--- src/rtl/bsg_nonsynth_waveform_trace_sched.sv ---
// Trace-window scheduler: drives the waveform tracer's enable with a
// delay / window / gap / repeat pulse train after an armed trigger.
//
// state | meaning
// ------+-------------------------------------------------------------
// IDLE  | waiting for arm; config writes accepted
// ARMED | waiting for trigger
// DELAY | counting down the trigger-to-first-window delay
// ON    | trace window active, en_o high
// GAP   | counting down the low time between windows
// DONE  | requested number of windows completed; config writes accepted
module bsg_nonsynth_waveform_trace_sched #(
  parameter int cnt_width_p = 32,
  parameter int rpt_width_p = 16
) (
  input  logic                   clk_i,
  input  logic                   reset_n_i,
  input  logic                   cfg_v_i,
  input  logic [cnt_width_p-1:0] cfg_delay_i,
  input  logic [cnt_width_p-1:0] cfg_window_i,
  input  logic [cnt_width_p-1:0] cfg_gap_i,
  input  logic [rpt_width_p-1:0] cfg_repeat_i,
  input  logic                   arm_i,
  input  logic                   trigger_i,
  input  logic                   abort_i,
  output logic                   cfg_ready_o,
  output logic                   en_o,
  output logic [2:0]             state_o,
  output logic [rpt_width_p-1:0] windows_o,
  output logic                   done_o
);

  typedef enum logic [2:0] {
    ST_IDLE  = 3'd0,
    ST_ARMED = 3'd1,
    ST_DELAY = 3'd2,
    ST_ON    = 3'd3,
    ST_GAP   = 3'd4,
    ST_DONE  = 3'd5
  } state_t;

  localparam logic [cnt_width_p-1:0] lp_cnt_one = cnt_width_p'(1);
  localparam logic [rpt_width_p-1:0] lp_rpt_one = rpt_width_p'(1);

  state_t                 r_state;
  state_t                 w_state_nxt;
  logic [cnt_width_p-1:0] r_cnt;
  logic [cnt_width_p-1:0] w_cnt_nxt;
  logic [rpt_width_p-1:0] r_windows;
  logic [rpt_width_p-1:0] w_windows_nxt;
  logic [rpt_width_p-1:0] w_windows_inc;

  logic [cnt_width_p-1:0] r_cfg_delay;
  logic [cnt_width_p-1:0] r_cfg_window;
  logic [cnt_width_p-1:0] r_cfg_gap;
  logic [rpt_width_p-1:0] r_cfg_repeat;

  logic                   w_cfg_open;
  logic                   w_cnt_zero;
  logic [cnt_width_p-1:0] w_win_m1;

  assign w_cfg_open    = (r_state == ST_IDLE) || (r_state == ST_DONE);
  assign w_cnt_zero    = (r_cnt == '0);
  // A zero window length behaves as a one-cycle window.
  assign w_win_m1      = (r_cfg_window == '0) ? '0 : (r_cfg_window - lp_cnt_one);
  // Window count saturates instead of wrapping in unlimited mode.
  assign w_windows_inc = (r_windows == '1) ? r_windows : (r_windows + lp_rpt_one);

  // Config registers: only writable while the scheduler is not running.
  always_ff @(posedge clk_i or negedge reset_n_i) begin
    if (!reset_n_i) begin
      r_cfg_delay  <= '0;
      r_cfg_window <= '0;
      r_cfg_gap    <= '0;
      r_cfg_repeat <= '0;
    end else if (cfg_v_i && w_cfg_open) begin
      r_cfg_delay  <= cfg_delay_i;
      r_cfg_window <= cfg_window_i;
      r_cfg_gap    <= cfg_gap_i;
      r_cfg_repeat <= cfg_repeat_i;
    end
  end

  // State, down-counter and window-count registers.
  always_ff @(posedge clk_i or negedge reset_n_i) begin
    if (!reset_n_i) begin
      r_state   <= ST_IDLE;
      r_cnt     <= '0;
      r_windows <= '0;
    end else begin
      r_state   <= w_state_nxt;
      r_cnt     <= w_cnt_nxt;
      r_windows <= w_windows_nxt;
    end
  end

  // Next-state logic; abort outranks arm, arm outranks trigger, trigger outranks expiry.
  always_comb begin
    w_state_nxt   = r_state;
    w_cnt_nxt     = r_cnt;
    w_windows_nxt = r_windows;
    if (abort_i) begin
      w_state_nxt = ST_IDLE;
    end else begin
      case (r_state)
        ST_IDLE, ST_DONE: begin
          if (arm_i) begin
            w_state_nxt   = ST_ARMED;
            w_windows_nxt = '0;
          end
        end
        ST_ARMED: begin
          if (trigger_i) begin
            if (r_cfg_delay == '0) begin
              w_state_nxt = ST_ON;
              w_cnt_nxt   = w_win_m1;
            end else begin
              w_state_nxt = ST_DELAY;
              w_cnt_nxt   = r_cfg_delay - lp_cnt_one;
            end
          end
        end
        ST_DELAY, ST_GAP: begin
          if (w_cnt_zero) begin
            w_state_nxt = ST_ON;
            w_cnt_nxt   = w_win_m1;
          end else begin
            w_cnt_nxt = r_cnt - lp_cnt_one;
          end
        end
        ST_ON: begin
          if (w_cnt_zero) begin
            w_windows_nxt = w_windows_inc;
            if ((r_cfg_repeat != '0) && (w_windows_inc == r_cfg_repeat)) begin
              w_state_nxt = ST_DONE;
            end else if (r_cfg_gap == '0) begin
              w_cnt_nxt = w_win_m1;
            end else begin
              w_state_nxt = ST_GAP;
              w_cnt_nxt   = r_cfg_gap - lp_cnt_one;
            end
          end else begin
            w_cnt_nxt = r_cnt - lp_cnt_one;
          end
        end
        default: begin
          w_state_nxt = ST_IDLE;
        end
      endcase
    end
  end

  // All outputs are decoded from registers only.
  assign en_o        = (r_state == ST_ON);
  assign done_o      = (r_state == ST_DONE);
  assign cfg_ready_o = w_cfg_open;
  assign state_o     = r_state;
  assign windows_o   = r_windows;

endmodule

--- config.mk ---
export PLATFORM = sky130hd
export DESIGN_NAME = bsg_nonsynth_waveform_trace_sched
export DESIGN_NICKNAME = d
export VERILOG_FILES = /design/src/rtl/bsg_nonsynth_waveform_trace_sched.sv
export SDC_FILE = /design/constraint.sdc
export NUM_CORES = 1
export LEC_CHECK = 0
export CORE_ASPECT_RATIO = 1.1
export CORE_MARGIN = 3
export CORE_UTILIZATION = 51
export CTS_CLUSTER_SIZE = 30
export DETAILED_ROUTE_END_ITERATION = 10
export PLACE_DENSITY = 0.82
export SLEW_MARGIN = 10
export SYNTH_ARGS = -nofsm -noshare
export SYNTH_HDL_FRONTEND = slang
export SYNTH_SLANG_ARGS = --single-unit
--- constraint.sdc ---
create_clock -name clk_i -period 9.6 [get_ports clk_i]
set_input_delay 1.44 -clock clk_i [delete_from_list [all_inputs] [get_ports clk_i]]
set_output_delay 1.44 -clock clk_i [all_outputs]
set_load 0.03 [all_outputs]
==> flow_metrics.py <==
metrics = {
    "routing": {
        "ant_nets": 0,
        "drt_iter0_drc": 881,
        "avgViaCountPerCell": 6.57,
        "route.detailed.drc": 0,
        "drt_first_pass_iters": 5,
        "totalWireLength_mm": 32.8,
        "vias": 9994,
        "wl_per_cell_um": 21.5,
    },
    "floorplan": {
        "die_w_um": 144,
        "core-area_um2": 20100,
        "die_h_um": 157,
        "start_util": 0.528,
        "dieArea_um2": 22600,
        "rows": 54,
        "num_io_pins": 140,
    },
    "setup_path": {
        "path_class": "register to register",
        "required_ns": 9.92,
        "crit_path_end_kind": "register",
        "crit_arrival_ns": 4.38,
        "cp_max_fo": 22,
        "start_kind": "register",
    },
    "pwr": {
        "finalPower_mw": 3.90,
        "vdd_ir_drop_max_v": 0.000163,
        "clkPwrFrac": 0.186,
        "switching_power_mw": 1.69,
        "p_int_mw": 2.20,
        "combinationalPowerShare": 0.446,
        "powerDensity_nw_per_um2": 306,
        "switching_share": 0.434,
        "p_seq_frac": 0.368,
        "p_leak_nw": 4.71,
    },
    "timing": {
        "setup_viol": 0,
        "rsz0062_at_grt": "false",
        "finalHoldViolations": 0,
        "skew_ns": 0.0138,
        "slew_headroom": 0.239,
        "clock.fmax_ghz": 0.246,
        "tns_ns": 0,
        "tightest_slew_ns": 1.14,
        "slew_violations": 0,
        "fin_hold_ws_ns": 0.522,
        "finalCritPeriodShare": 0.423,
        "min_period_ns": 4.06,
    },
    "logic_synthesis": {
        "synth_edf_count": 0,
        "ys_ff_latch": 163,
        "synth_cells": 1156,
        "synth_area_um2": 10600,
        "synth-async-reset-ratio": 1.00,
        "yosys.cell_types.count": 75,
        "synth-warning-count": 0,
        "syn_nets": 1283,
        "synth.area.top_cells": "dfrtp_1 38%, mux2_2 11%, xnor2_1 4.3%, xor2_1 3.8%, o21ai_0 3.4%",
        "synthFlopType": "dfrtp_1",
        "synth_top_cell_by_area": "dfrtp_1",
        "ys_seq_area_frac": 0.384,
        "syn_avg_cell_area_um2": 9.20,
        "netlist.area_leader.share": 0.384,
    },
    "cells_and_area": {
        "diodes": 0,
        "areaGrowthSynthToFinish_pct": 19.6,
        "fillers": 1633,
        "nets": 1384,
        "layout-drive-gt1-share": 0.132,
    },
    "cts": {
        "clock-sinks": 163,
        "cts_root_buffer": "clkbuf_16",
        "post_cts_buffers": 0,
        "clockBufferDepth": 2,
        "hold_buffers": 0,
        "cts_tree": "built",
        "cts_resized": 0,
        "path_clk_slew_ns": 0.07,
        "h-tree-depth": 4,
        "cts_made_buffers": 17,
        "insertion_delay_ns": 0.44,
    },
    "grt": {
        "grt_antenna_before_repair": 0,
        "grt_pass1_wl_mm": 51.8,
        "grt_overflow": 0,
        "grt_pass1_vias": 9617,
        "grt_max_degree": 103,
        "grtUsageTotal": 0.289,
    },
    "placement": {
        "port_buffers": 139,
        "hpwl_mm": 24.1,
        "gp_congestion": 0.965,
    },
    "worst_hold_path": {
        "hold_path_class": "register to register",
    },
    "run_status": {
        "outcome": "finished, final reports clean",
    },
    "flow_run": {
        "max_cap_violations": 0,
    },
}
logic make-up after synthesis:
kind of cell	count (synthesis)	synth area share
simple gates	408	0.201
compound gates	287	0.176
flops	163	0.384
mux	107	0.113
xor+xnor	98	0.0807
buf+inv	84	0.0355
fa+ha+maj	9	0.0106
flip-flops by register name, summed over array words and instances (netlist names):
signal	count
r_cfg_window	32
r_cfg_gap	32
r_cfg_delay	32
state_o	3
r_cfg_repeat	16
r_cnt	32
windows_o	16
path summary, 6_finish.rpt:
path,from,cells after the start,slack [ns],end
worst max register to register,windows_o[0]$_DFFE_PN0P_,10,5.54,r_cnt[16]$_DFFE_PN0P_
min in group asynchronous,reset_n_i,1,1.13,windows_o[6]$_DFFE_PN0P_
worst min register to register,r_cnt[19]$_DFFE_PN0P_,2,0.52,r_cnt[19]$_DFFE_PN0P_
worst max-delay path,windows_o[0]$_DFFE_PN0P_,10,5.54,r_cnt[16]$_DFFE_PN0P_
worst min-delay path,r_cnt[19]$_DFFE_PN0P_,2,0.52,r_cnt[19]$_DFFE_PN0P_
max in group asynchronous,reset_n_i,2,7.11,r_cfg_window[16]$_DFFE_PN0P_
power by group through the flow:
stage	clock [mW]	combinational, mW	sequential [mW]
4_1_cts	0.728	1.71	1.42
3_3_place_gp	0	1.67	1.41
5_1_grt	0.757	1.88	1.48
6_report	0.725	1.74	1.43
3_5_place_dp	0	1.70	1.43
2_1_floorplan	0	1.29	1.29
routing by layer:
metal,track usage,wire length [µm],up-vias
met1,0.376,13000,4790
li1,-,-,4527
met4,0.133,1540,0
met2,0.476,15600,590
met5,0,0,-
met3,0.0447,2630,87
layout by cell type, fill, tap and decap left out, types with 6 or more instances in the layout:
master and instances:
dfrtp_1 163, clkdlybuf4s50_1 138, mux2_2 104, nand2_1 85, nor2_1 81, o21ai_0 72
a21oi_1 63, nor3_1 59, xnor2_1 52, xor2_1 46, nor4_1 44, nand3_1 23
o22ai_1 21, inv_1 19, or3_1 19, or4_1 18, clkbuf_16 17, nand4_1 16
a211oi_1 12, o32ai_1 11, a31oi_1 9, o21ai_1 9, o2bb2ai_1 9, ha_1 9
and3_1 8, nand2b_1 8, a22o_1 8, o31ai_1 8, o211ai_1 8, buf_4 8
o41ai_1 7, nor2b_1 6, a22oi_1 6, a21o_1 6
synth_stat cells, types with 21 or more instances:
master / n
xor2_1: 46
nor4_1: 45
dfrtp_1: 163
nor3_1: 59
nor2_1: 81
nand3_1: 23
xnor2_1: 52
o21ai_0: 72
clkbuf_1: 37
a21oi_1: 63
nand2_1: 85
o22ai_1: 21
mux2_2: 104
cell type report:
| type | instances | area [µm²] | area share |
|---|---|---|---|
| multi-input combinational | 909 | 6190 | 0.487 |
| sequential | 163 | 4080 | 0.321 |
| timing repair buffer | 147 | 1450 | 0.114 |
| clock buffer | 18 | 429 | 0.0338 |
| tap | 252 | 315 | 0.0248 |
| clock inverter | 14 | 181 | 0.0143 |
| inverter | 19 | 71.3 | 0.00561 |
through the flow:
step	std cells	util	worst slack (ns)	cell area [µm²]
2_1_floorplan	1156	-	6.33	10600
3_3_place_gp	1490	0.601	5.71	12100
3_5_place_dp	1490	0.601	5.69	12100
4_1_cts	1522	0.631	5.64	12700
5_1_grt	1522	0.631	5.27	12700
6_report	1522	0.631	5.54	12700
worst max-delay path: stages, from the launching register on:
cell,delay [ns]
dfrtp_1,0.49
ha_1,0.34
nand3_1,0.31
or4_1,0.73
nand2_1,0.20
xor2_1,0.09
o2111ai_1,0.33
nor4_4,0.13
a21oi_2,0.80
o21ai_0,0.23
a22o_1,0.29
(Power assumes the default switching activity.)
